**src/rtl/msrv32_pkg.sv**
```systemverilog
// Shared msrv32 definitions: skid-stage state encoding, default widths and
// a state-to-occupancy helper.
package msrv32_pkg;

  localparam int DEFAULT_PAYLOAD_W = 96;
  localparam int DEFAULT_CTRL_W    = 16;
  localparam int DEFAULT_CNT_W     = 16;

  typedef enum logic [1:0] {
    ST_EMPTY = 2'b00,
    ST_ONE   = 2'b01,
    ST_FULL  = 2'b10
  } skid_state_t;

  function automatic logic [1:0] state_occupancy(input skid_state_t st);
    case (st)
      ST_ONE:  return 2'd1;
      ST_FULL: return 2'd2;
      default: return 2'd0;
    endcase
  endfunction

endpackage

```
**src/rtl/msrv32_sat_counter.sv**
```systemverilog
// Saturating up-counter with synchronous clear; clear has priority over increment.
module msrv32_sat_counter #(
  parameter int CNT_W = 16
) (
  input  logic             clk,
  input  logic             rst_n,
  input  logic             clear,
  input  logic             incr,
  output logic [CNT_W-1:0] count
);

  always_ff @(posedge clk or negedge rst_n) begin
    if (!rst_n) begin
      count <= '0;
    end else if (clear) begin
      count <= '0;
    end else if (incr && (count != {CNT_W{1'b1}})) begin
      count <= count + CNT_W'(1);
    end
  end

endmodule

```
**src/rtl/msrv32_pipe_stage_skid.sv**
```systemverilog
// Two-entry skid buffer between pipeline stages with a registered ready,
// flush support and a saturating back-pressure counter.
module msrv32_pipe_stage_skid
  import msrv32_pkg::*;
#(
  parameter int PAYLOAD_W = DEFAULT_PAYLOAD_W,
  parameter int CTRL_W    = DEFAULT_CTRL_W,
  parameter int CNT_W     = DEFAULT_CNT_W
) (
  input  logic                 clk_in,
  input  logic                 reset_n_in,
  input  logic                 in_valid_in,
  output logic                 in_ready_out,
  input  logic [PAYLOAD_W-1:0] in_payload_in,
  input  logic [CTRL_W-1:0]    in_ctrl_in,
  output logic                 out_valid_out,
  input  logic                 out_ready_in,
  output logic [PAYLOAD_W-1:0] out_payload_out,
  output logic [CTRL_W-1:0]    out_ctrl_out,
  input  logic                 flush_in,
  output logic [1:0]           occupancy_out,
  output logic [CNT_W-1:0]     stall_cnt_out
);

  skid_state_t          state;
  logic                 in_ready;
  logic [PAYLOAD_W-1:0] main_payload;
  logic [CTRL_W-1:0]    main_ctrl;
  logic [PAYLOAD_W-1:0] skid_payload;
  logic [CTRL_W-1:0]    skid_ctrl;
  logic                 out_valid;
  logic                 accept;
  logic                 drain;

  assign out_valid = (state != ST_EMPTY);
  assign accept    = in_valid_in && in_ready;
  assign drain     = out_valid && out_ready_in;

  // in_ready is a flop updated alongside the state, so it never depends
  // combinationally on out_ready_in.
  always_ff @(posedge clk_in or negedge reset_n_in) begin
    if (!reset_n_in) begin
      state        <= ST_EMPTY;
      in_ready     <= 1'b1;
      main_payload <= '0;
      main_ctrl    <= '0;
      skid_payload <= '0;
      skid_ctrl    <= '0;
    end else if (flush_in) begin
      state     <= ST_EMPTY;
      in_ready  <= 1'b1;
      main_ctrl <= '0;
      skid_ctrl <= '0;
    end else begin
      case (state)
        ST_EMPTY: begin
          if (accept) begin
            main_payload <= in_payload_in;
            main_ctrl    <= in_ctrl_in;
            state        <= ST_ONE;
          end
        end
        ST_ONE: begin
          if (accept && drain) begin
            main_payload <= in_payload_in;
            main_ctrl    <= in_ctrl_in;
          end else if (accept) begin
            skid_payload <= in_payload_in;
            skid_ctrl    <= in_ctrl_in;
            state        <= ST_FULL;
            in_ready     <= 1'b0;
          end else if (drain) begin
            state <= ST_EMPTY;
          end
        end
        ST_FULL: begin
          if (drain) begin
            main_payload <= skid_payload;
            main_ctrl    <= skid_ctrl;
            state        <= ST_ONE;
            in_ready     <= 1'b1;
          end
        end
        default: begin
          state    <= ST_EMPTY;
          in_ready <= 1'b1;
        end
      endcase
    end
  end

  assign in_ready_out    = in_ready;
  assign out_valid_out   = out_valid;
  assign out_payload_out = main_payload;
  assign out_ctrl_out    = out_valid ? main_ctrl : '0;
  assign occupancy_out   = state_occupancy(state);

  msrv32_sat_counter #(
    .CNT_W(CNT_W)
  ) u_stall_cnt (
    .clk   (clk_in),
    .rst_n (reset_n_in),
    .clear (flush_in),
    .incr  (out_valid && !out_ready_in),
    .count (stall_cnt_out)
  );

endmodule

```
**config.mk**
```make
export PLATFORM = sky130hd
export DESIGN_NAME = msrv32_pipe_stage_skid
export DESIGN_NICKNAME = d
export VERILOG_FILES = /design/src/rtl/msrv32_pkg.sv /design/src/rtl/msrv32_sat_counter.sv /design/src/rtl/msrv32_pipe_stage_skid.sv
export SDC_FILE = /design/constraint.sdc
export NUM_CORES = 1
export LEC_CHECK = 0
export CAP_MARGIN = 20
export CORE_AREA = 4 4 120 236
export CTS_BUF_LIST = sky130_fd_sc_hd__clkbuf_8 sky130_fd_sc_hd__clkbuf_16
export CTS_CLUSTER_DIAMETER = 60
export CTS_CLUSTER_SIZE = 10
export DETAILED_ROUTE_END_ITERATION = 10
export DIE_AREA = 0 0 124 240
export GPL_TIMING_DRIVEN = 0
export PLACE_DENSITY = 0.74
export SETUP_SLACK_MARGIN = 0.02
export SYNTH_ARGS = -nofsm -noshare
export SYNTH_HDL_FRONTEND = slang
export SYNTH_SLANG_ARGS = --single-unit
```
**constraint.sdc**
```tcl
create_clock -name clk_in -period 2.9 [get_ports clk_in]
set_input_delay 0.58 -clock clk_in [delete_from_list [all_inputs] [get_ports clk_in]]
set_output_delay 0.58 -clock clk_in [all_outputs]
set_load 0.05 [all_outputs]
```
==> Implementation_results.wiki, run 1 <==
{| class="wikitable"
! Metric !! Value
|-
| Outcome || complete, no violations
|-
| Fin crit share || 0.9490
|-
| Worst Tran Pin Value || 0.8474 ns
|-
| Pwr Density || 1087 nW/µm²
|-
| Fraction of synthesized cell area taken by the top area cell type || 0.5528
|-
| # IOs || 249
|-
| Routed Antenna Nets || 0
|-
| Global-route wire length before repair || 49030 µm
|-
| Number of distinct library cells after synthesis || 45
|-
| Ratio of cells with drive above 1 in the final layout || 0.1606
|-
| DRT Wirelength || 31400 µm
|-
| Final hold vios || 0
|-
| Number of nets in the finished design || 1326
|-
| CTS tree || done
|-
| Net Count, Synth || 1046
|-
| Count of non-filler cells in the finished layout || 1561
|-
| Power Total || 15930 µW
|-
| Proportion of synthesized flip-flops having asynchronous set or reset || 1.000
|-
| Leakage power || 0.005828 µW
|-
| Weighted congestion at the end of routability-driven global placement || 0.8186
|-
| H-tree depth reported by CTS || 1
|-
| Post-detail-place hpwl || around 23000 µm
|-
| Required time of the critical path || 2.32 ns
|-
| Final routed DRC violation total || 0
|-
| Number of placed instances, taps included || 1517
|-
| Initial antenna violation count || 3
|-
| Site Rows || 84
|-
| WL/cell || about 20 µm
|-
| Clock slew seen by the registers of the worst setup and hold paths || 0.06 ns
|-
| Nature of the critical path endpoint || output port
|-
| Maximum number of pins on one net before global-route repair || 120
|-
| Accumulated negative setup slack || 0 ns
|-
| Remaining global-route overflow || 0
|-
| Data arrival time of the critical path || 2.17 ns
|-
| Area of the core || roughly 26000 µm²
|-
| Number of vias per cell after detailed routing || 5.455
|-
| Number of iterations in the first detailed-routing pass || 6
|-
| Area growth from synthesis to layout || 33.79%
|-
| Top post-synthesis cells by count || sky130_fd_sc_hd__dfrtp_1, sky130_fd_sc_hd__a21oi_1, sky130_fd_sc_hd__mux2i_1
|-
| Via Count || approximately 8500
|-
| Die H || 240 µm
|-
| Initial DRC Count || between 500 and 600
|-
| Number of buffers created by CTS || 28
|-
| Gate Count Post-Synth || between 900 and 1000
|-
| Cell taking the most area after synthesis || sky130_fd_sc_hd__dfrtp_1
|-
| Launching element type of the critical path || register
|-
| Setup slack of the critical path after layout || 0.1480 ns
|-
| Starting density of the core || 0.4152
|-
| Total cell area at the placement stage || roughly 14000 µm²
|-
| Synthesis warning total || 0
|-
| EDFF count, synth || 0
|-
| Buffer cell driving the clock tree root || sky130_fd_sc_hd__clkbuf_16
|-
| Average cell area after synthesis || between 10 and 15 µm²
|-
| Horiz. Die Dim || 124 µm
|-
| Buffers added on ports || 247
|-
| Cell with the most instances after synthesis || sky130_fd_sc_hd__dfrtp_1
|-
| Die area || slightly below 30000 µm²
|-
| Number of setup violations in the final report || 0
|-
| Final critical path time including I/O delays and setup || 2.752 ns
|-
| Worst slew margin relative to its limit || 0.4351
|-
| Final setup skew || 0.01895 ns
|-
| Worst hold path type || primary input to async pin
|-
| Max Cap Violations || 0
|-
| Setup repair after global routing missed its margin || false
|-
| Post-synth design cell area || 10950 µm²
|-
| TritonCTS sink count || 243
|-
| Maximum buffer depth of the clock tree || 3
|-
| IR drop worst, VDD || ~630 µV
|-
| Finished Cell Area || 14660 µm²
|-
| Kind of critical path || register to output port
|-
| Post-Place Setup Slack || -0.1205 ns
|-
| Global-route usage over all layers || 0.2096
|-
| Share of the yosys chip area belonging to registers || 0.5552
|-
| Vias in the first global route || 9251
|-
| Max-slew violations || 0
|-
| Ranking of synthesized cells by area || sky130_fd_sc_hd__dfrtp_1, sky130_fd_sc_hd__mux2_2, sky130_fd_sc_hd__mux2i_1, sky130_fd_sc_hd__a21oi_1, sky130_fd_sc_hd__a31oi_1
|-
| Critical Path Fanout Max || 10
|-
| Register bit total from synthesis || 243
|-
| Highest achievable clock rate || between 300 and 400 MHz
|-
| Prevailing post-synth register cell || sky130_fd_sc_hd__dfrtp_1
|-
| Clk_lat worst skew || approximately 0.54 ns
|}
==> area by class of cell <==
class,count,area [µm²]
fillers,2269,11730
flip-flops and latches,243,6082
multi-input cells,597,4497
repair buffers,250,2485
clock buffers,29,725.7
well taps,344,430.4
plain buffers,79,362.8
clock inverters,11,46.29
inverters,5,18.77
diodes,3,7.507
==> path summary, 6_finish.rpt <==
check                              start                  end  cells past startpoint  slack [ns]
max                             state[0]      out_ctrl_out[0]                      5        0.15
min                           reset_n_in  out_payload_out[94]                      2        0.46
max reg2reg                     state[0]  out_payload_out[45]                      8        0.30
min reg2reg                main_ctrl[14]        main_ctrl[14]                      1        0.48
max in group asynchronous     reset_n_in  out_payload_out[52]                      3        1.58
min in group clk_in        main_ctrl[14]        main_ctrl[14]                      1        0.48
==> cells in the final DEF, fill, tap and decap left out, drive strengths merged, types with 6 or more instances in the layout <==
cell and n:
a21oi 126, a31oi 97, buf 59, clkbuf 62
clkdlybuf4s50 229, dfrtp 242, dlygate4sd2 6, inv 16
mux2 114, mux2i 113, nand2 39, nand4 6
nor2 23, nor2b 17, o21ai 9, or3 7
==> registers in the layout, summed over array words and instances, names as in the netlist <==
name	flops
in_ready_out	1
main_ctrl	16
out_payload_out	96
skid_ctrl	16
skid_payload	96
state	2
u_stall_cnt.count	16
==> per-layer routing <==
metal	global-route usage	part of all wire	up-vias
met4	0.09076	0.041	0
met5	0	0	-
met2	0.4064	0.56	251
met1	0.2129	0.34	4256
li1	-	-	3938
met3	0.03484	0.052	71
==> critical path: stages (launching register included) <==
cell and delay (ns):
sky130_fd_sc_hd__dfrtp_1 0.42, sky130_fd_sc_hd__inv_1 0.09, sky130_fd_sc_hd__ha_1 0.28, sky130_fd_sc_hd__buf_4 0.21
sky130_fd_sc_hd__nor2b_1 0.11, sky130_fd_sc_hd__dlygate4sd2_1 0.53
==> cells by family after synthesis <==
family,count (synthesis),share of synthesized area
flip-flops,243,0.5552
buffers and inverters,84,0.03427
multiplexers,227,0.2204
adder cells (fa/ha/maj),5,0.005711
AND/OR/NAND/NOR,119,0.05551
AO/OA/AOI/OAI,245,0.1280
XOR/XNOR,1,0.0007997
==> repair_timing <==
action | 4_1_cts | 5_1_grt
setup buffers | 0 | 0
gates resized for setup | 41 | 20
setup endpoints to repair | 17 | 11
endpoints found under the hold margin | 6 | 0
gates cloned | 0 | 0
hold buffers | 1 | 0
==> power by group <==
group,switching (µW),internal (µW)
sequential,845,4830
clock,1330,1760
combinational,4540,2620
==> per-stage QoR <==
stage | hold WS (ns) | utilization
after floorplan | 0.2844 | -
after global placement | 0.4658 | 0.5253
after detailed placement | 0.3885 | 0.5276
after CTS | 0.4017 | 0.5575
after global routing | 0.4536 | 0.5555
final | 0.4648 | 0.5555
Note: power is estimated with default switching activity, not from simulation.
==> run 2, diff against run 1 <==
==> constraint.sdc (replaced) <==
create_clock -name clk_in -period 2.9 [get_ports clk_in]
set_input_delay 0.725 -clock clk_in [delete_from_list [all_inputs] [get_ports clk_in]]
set_output_delay 0.725 -clock clk_in [all_outputs]
set_load 0.05 [all_outputs]
==> run 2 against run 1 <==
Critical path depth is 2 lower. Via count hardly changed. Largest cell class unchanged. Clock-buffer cell count stayed put. Sequential power hardly changed. Design area is 0.18% higher. Clock skew hardly changed. Non-clock buffer count stayed put. Critical endpoint is now occupancy_out[1]. Utilization is 0.10 points higher. Register-to-register slack hardly changed. Routed wire length hardly changed.
==> Implementation_results.wiki, run 2 (same netlist as run 1, synthesis figures left out) <==
{| class="wikitable"
! Metric !! Value
|-
| Max-slew violations || 0
|-
| Number of iterations in the first detailed-routing pass || 6
|-
| Number of buffers created by CTS || 28
|-
| Global-route usage over all layers || 0.2096
|-
| Initial DRC Count || 478
|-
| IR drop worst, VDD || 634.2 µV
|-
| Worst min-delay path endpoint || main_ctrl[14]
|-
| Buffer cell driving the clock tree root || sky130_fd_sc_hd__clkbuf_16
|-
| Launching element type of the critical path || register
|-
| Vias in the first global route || 9251
|-
| Remaining global-route overflow || 0
|-
| DRT Wirelength || 31380 µm
|-
| Register area || 6082 µm²
|-
| Setup repair after global routing missed its margin || false
|-
| Number of vias per cell after detailed routing || 5.457
|-
| Worst hold path stage count || 1
|-
| Cells traversed along the worst timing path || inv_1 -> ha_1 -> clkdlybuf4s50_1
|-
| Number of nets in the finished design || 1326
|-
| Required time of the critical path || 2.17 ns
|-
| Final critical path time including I/O delays and setup || 2.795 ns
|-
| Ratio of cells with drive above 1 in the final layout || 0.1672
|-
| Number of setup violations in the final report || 0
|-
| Clock slew seen by the registers of the worst setup and hold paths || 0.06 ns
|-
| Leakage power || 0.005807 µW
|-
| Number of filler cells placed in the layout || 2262
|-
| Capture point of the worst reg-to-reg path || out_payload_out[45]
|-
| Fin crit share || 0.9638
|-
| CTS tree || done
|-
| Accumulated negative setup slack || 0 ns
|-
| Nature of the critical path endpoint || output port
|-
| Kind of critical path || register to output port
|-
| Highest achievable clock rate || roughly 360 MHz
|-
| Worst Tran Pin Value || 0.8535 ns
|-
| Power Total || 15940 µW
|-
| Delay-heaviest family, CP || buffers and inverters
|-
| Area of the core || 26380 µm²
|-
| Start point of the worst min-delay path || main_ctrl[14]
|-
| Maximum buffer depth of the clock tree || 3
|-
| Multi-input logic area || 4499 µm²
|-
| Critical Path Fanout Max || 5
|-
| Pwr Density || roughly 1100 nW/µm²
|-
| Via Count || 8519
|-
| # IOs || 249
|-
| WL/cell || ~20 µm
|-
| Routed Antenna Nets || 0
|-
| Data arrival time of the critical path || 2.07 ns
|-
| Initial antenna violation count || 3
|-
| H-tree depth reported by CTS || 1
|-
| Max stage delay on crit path || 0.84 ns
|-
| Worst hold path type || register to register
|-
| Final routed DRC violation total || 0
|-
| Buffers added on ports || 247
|-
| Clk_lat worst skew || 0.54 ns
|-
| Die H || about 240 µm
|-
| Count of non-filler cells in the finished layout || 1561
|-
| Commonest non-fill, non-tap cell in the layout || sky130_fd_sc_hd__dfrtp_1
|-
| Global-route wire length before repair || 49030 µm
|-
| Die area || roughly 30000 µm²
|-
| Horiz. Die Dim || 124 µm
|-
| Starting density of the core || 0.4152
|-
| Outcome || complete, no violations
|-
| Number of placed instances, taps included || 1517
|-
| Site Rows || 84
|-
| Area growth from synthesis to layout || 34.03%
|-
| Worst hold slack after final layout || 0.4832 ns
|-
| Finished Core Util || 0.5565
|-
| Worst slew margin relative to its limit || 0.4310
|-
| Most used cells in the layout excluding fill and tap cells || sky130_fd_sc_hd__dfrtp_1, sky130_fd_sc_hd__clkdlybuf4s50_1, sky130_fd_sc_hd__a21oi_1
|-
| Depth of the worst register-to-register path || 8
|-
| Weighted congestion at the end of routability-driven global placement || 0.8186
|-
| TritonCTS sink count || 243
|-
| Post-detail-place hpwl || 23330 µm
|-
| Post-CTS repair timing setup buffer count || 0
|-
| Register-to-Register Setup Slack || 0.30 ns
|-
| Maximum number of pins on one net before global-route repair || 120
|-
| Final setup skew || roughly 0.019 ns
|-
| Cell with the biggest individual delay on the critical path || sky130_fd_sc_hd__clkdlybuf4s50_1
|-
| Final hold vios || 0
|-
| Reg-to-Reg Start || state[0]
|-
| Number of buffer and inverter instances along the worst setup path || 2
|-
| Max Cap Violations || 0
|}
[run 2: how the worst max path moves through the flow]
stage | from | end | slack, ns | cells past startpoint
after floorplan | state[0] | out_ctrl_out[10] | 0.40 | 5
after global placement | reset_n_in | skid_payload[45] | -9.24 | 1
after detailed placement | in_valid_in | skid_payload[73] | -0.27 | 8
after CTS | state[0] | out_ctrl_out[8] | 0.02 | 6
after global routing | state[0] | out_ctrl_out[13] | 0.03 | 6
final | state[0] | occupancy_out[1] | 0.10 | 3
[run 2: power by group]
part           internal (µW)  switching, µW  total (µW)
Sequential              4830            845        5670
Clock                   1760           1330        3090
Combinational           2630           4550        7180
Total                   9230           6720       15900
[run 2: worst register-to-register path, stage by stage, from the launching register on]
cell and delay [ns]:
sky130_fd_sc_hd__dfrtp_1 0.42, sky130_fd_sc_hd__inv_1 0.09, sky130_fd_sc_hd__ha_1 0.21, sky130_fd_sc_hd__buf_2 0.19
sky130_fd_sc_hd__or2_1 0.25, sky130_fd_sc_hd__o211ai_2 0.24, sky130_fd_sc_hd__clkbuf_1 0.55, sky130_fd_sc_hd__buf_2 0.36
sky130_fd_sc_hd__a31oi_1 0.13
[run 2: final cells by class]
type	instances	share of cell area
repair buffers	250	0.1709
plain buffers	79	0.02471
well taps	344	0.02932
multi-input cells	597	0.3065
diodes	3	0.0005113
flip-flops and latches	243	0.4143
inverters	5	0.001278
clock inverters	11	0.003153
clock buffers	29	0.04943
[run 2: repair_timing]
action / 4_1_cts / 5_1_grt
hold buffers: 1 / 0
endpoints found under the hold margin: 6 / 0
cloned: 0 / 0
resized for setup: 77 / 6
setup endpoints to repair: 18 / 11
[run 2: stage by stage]
stage | cell area (µm²) | setup WS [ns]
after floorplan | 10950 | 0.3953
after global placement | 13860 | -9.239
after detailed placement | 13920 | -0.2655
after CTS | 14670 | 0.01741
after global routing | 14680 | 0.02880
final | 14680 | 0.1049
[run 2: layer usage]
| layer | track usage | vias up | wire, µm |
|---|---|---|---|
| met4 | 0.09076 | 0 | 1308 |
| met3 | 0.03484 | 75 | 1617 |
| met1 | 0.2129 | 4255 | 10740 |
| li1 | - | 3937 | - |
| met2 | 0.4064 | 252 | 17710 |
| met5 | 0 | - | 0 |
==> run 3, diff against run 2 <==
CORE_AREA = 4 4 109 215   (was 4 4 120 236)
DIE_AREA = 0 0 113 219   (was 0 0 124 240)
PLACE_DENSITY = 0.86   (was 0.74)
SLEW_MARGIN = 20   (was default)
==> run 3 against run 2 <==
Utilization grew 11 points. Critical path depth grew 3. Final cell count shrank 4.5%. Power grew 0.59%. Critical path type unchanged. Highest routed layer unchanged.
==> Implementation_results.wiki, run 3 (same netlist as run 1, synthesis figures left out) <==
{| class="wikitable"
! Metric !! Value
|-
| Outcome || complete, no violations
|-
| Post-Place Setup Slack || -0.2372 ns
|-
| Post-cts hold buffer count || 0
|-
| Global-route usage over all layers || 0.2459
|-
| WL/cell || about 21 µm
|-
| Starting density of the core || 0.5009
|-
| Post-detail-place hpwl || 20780 µm
|-
| Total inserted antenna cells || 0
|-
| Clk_lat worst skew || 0.53 ns
|-
| Required time of the critical path || 2.17 ns
|-
| TritonCTS sink count || 243
|-
| Die area || 24750 µm²
|-
| Total cell area at the placement stage || 13830 µm²
|-
| Pwr Density || 1099 nW/µm²
|-
| Number of buffers created by CTS || 28
|-
| Source of the critical timing path || state[0]
|-
| Worst Tran Pin Value || about 0.79 ns
|-
| IR drop worst, VDD || roughly 800 µV
|-
| DRT Wirelength || 30700 µm
|-
| Leakage power || 0.005830 µW
|-
| Sequential share of power || 0.357
|-
| Critical Path Fanout Max || 10
|-
| Count of non-filler cells in the finished layout || 1490
|-
| Global routing met1 resource utilization || 0.3083
|-
| Worst slew margin relative to its limit || 0.4765
|-
| Final setup skew || 0.01771 ns
|-
| Number of setup violations in the final report || 0
|-
| Max-slew violations || 0
|-
| Most used cells in the layout excluding fill and tap cells || sky130_fd_sc_hd__dfrtp_1, sky130_fd_sc_hd__clkdlybuf4s50_1, sky130_fd_sc_hd__a21oi_1
|-
| Initial antenna violation count || 0
|-
| Area of the core || about 22000 µm²
|-
| Switching part of the total || 0.4238
|-
| Worst hold slack after final layout || 0.1886 ns
|-
| H-tree depth reported by CTS || 1
|-
| Commonest non-fill, non-tap cell in the layout || sky130_fd_sc_hd__dfrtp_1
|-
| Data arrival time of the critical path || 2.01 ns
|-
| Cell-internal power || 9240 µW
|-
| Final hold vios || 0
|-
| Global-route track usage on met3 || 0.05105
|-
| Ratio of cells with drive above 1 in the final layout || 0.1680
|-
| Total net switching power || 6796 µW
|-
| Number of iterations in the first detailed-routing pass || 5
|-
| Worst hold path type || primary input to async pin
|-
| Launching element type of the critical path || register
|-
| Site Rows || 77
|-
| Buffer cell driving the clock tree root || sky130_fd_sc_hd__clkbuf_16
|-
| Nature of the critical path endpoint || output port
|-
| Die H || 219 µm
|-
| Max Cap Violations || 0
|-
| Via Count || 8782
|-
| Number of placed instances, taps included || 1449
|-
| # IOs || 249
|-
| Routed Antenna Nets || 0
|-
| Reg-to-Reg Start || state[0]
|-
| Post-CTS repair timing setup buffer count || 0
|-
| Finished Cell Area || around 15000 µm²
|-
| Maximum number of pins on one net before global-route repair || 87
|-
| Highest achievable clock rate || 365.4 MHz
|-
| Setup repair after global routing missed its margin || false
|-
| Initial DRC Count || 540
|-
| Busiest metal layer after global routing || met2
|-
| Kind of critical path || register to output port
|-
| Global-route wire length before repair || 49240 µm
|-
| Clock slew seen by the registers of the worst setup and hold paths || about 0.06 ns
|-
| Horiz. Die Dim || 113 µm
|-
| CTS tree || done
|-
| Final routed DRC violation total || 0
|-
| Fin crit share || 0.9437
|-
| Comb pwr share || 0.450
|-
| Number of nets in the finished design || 1325
|-
| Power share of the clock group || 0.193
|-
| Area growth from synthesis to layout || 33.23%
|-
| Vias in the first global route || 9383
|-
| Remaining global-route overflow || 0
|-
| Weighted congestion at the end of routability-driven global placement || 0.8499
|-
| Grt met2 use || 0.4192
|-
| Setup slack of the critical path after layout || 0.1633 ns
|-
| Count of instances resized after the clock tree is built || 83
|-
| Buffers added on ports || 247
|-
| Maximum buffer depth of the clock tree || 3
|-
| Number of vias per cell after detailed routing || roughly 5.9
|-
| Final critical path time including I/O delays and setup || 2.737 ns
|}
run 3: changes by cell type in the layout (fill, tap and decap cells not counted):
cell / before / now
sky130_fd_sc_hd__buf_4: 10 / 14
sky130_fd_sc_hd__buf_2: 36 / 33
sky130_fd_sc_hd__diode_2: 3 / 0
sky130_fd_sc_hd__clkbuf_1: 32 / 31
sky130_fd_sc_hd__clkbuf_2: 1 / 2
sky130_fd_sc_hd__clkbuf_4: 3 / 2
sky130_fd_sc_hd__clkdlybuf4s50_1: 228 / 227
sky130_fd_sc_hd__dlygate4sd3_1: 1 / 0
sky130_fd_sc_hd__dlymetal6s2s_1: 0 / 1
sky130_fd_sc_hd__inv_1: 15 / 16
run 3: worst max-delay path: stages (launching register included):
cell                       delay, ns
sky130_fd_sc_hd__dfrtp_1        0.42
sky130_fd_sc_hd__inv_1          0.10
sky130_fd_sc_hd__ha_2           0.24
sky130_fd_sc_hd__buf_4          0.20
sky130_fd_sc_hd__clkbuf_2       0.23
sky130_fd_sc_hd__nor2b_1        0.07
sky130_fd_sc_hd__clkbuf_4       0.21
run 3: routing by layer:
layer	part of all wire	vias up
met5	0	-
met4	0.035	0
met3	0.080	85
met2	0.49	417
met1	0.39	4339
li1	-	3941
run 3: final timing paths:
kind / to / slack, ns / depth (start not counted)
max: out_ctrl_out[6] / 0.16 / 6
min: skid_payload[26] / 0.19 / 1
max reg2reg: out_payload_out[4] / 0.32 / 7
min reg2reg: main_ctrl[5] / 0.49 / 1
max in group asynchronous: out_payload_out[77] / 1.84 / 2
min in group clk_in: main_ctrl[5] / 0.49 / 1
run 3: final cells by class:
cell class / count / area [µm²]
Buffer: 79 / 361.6
Clock buffer: 29 / 725.7
Clock inverter: 12 / 50.05
Fill cell: 1596 / 7276
Inverter: 5 / 18.77
Multi-Input combinational cell: 597 / 4499
Sequential cell: 243 / 6082
Tap cell: 276 / 345.3
Timing Repair Buffer: 249 / 2511
run 3: power groups by stage:
stage | Sequential (µW) | Clock (µW) | Combinational [µW]
2_1_floorplan | 7940 | 0 | 2340
3_3_place_gp | 5630 | 0 | 6980
3_5_place_dp | 5700 | 0 | 7170
4_1_cts | 5700 | 3150 | 7240
5_1_grt | 5880 | 3280 | 7610
6_report | 5730 | 3090 | 7210
run 3: per-stage QoR:
step	power, µW	utilization	setup TNS (ns)
after CTS	16090	0.6670	0
after detailed placement	12870	0.6325	-22.63
after floorplan	10280	-	0
final	16040	0.6673	0
after global routing	16770	0.6673	0
after global placement	12600	0.6297	-2131.38
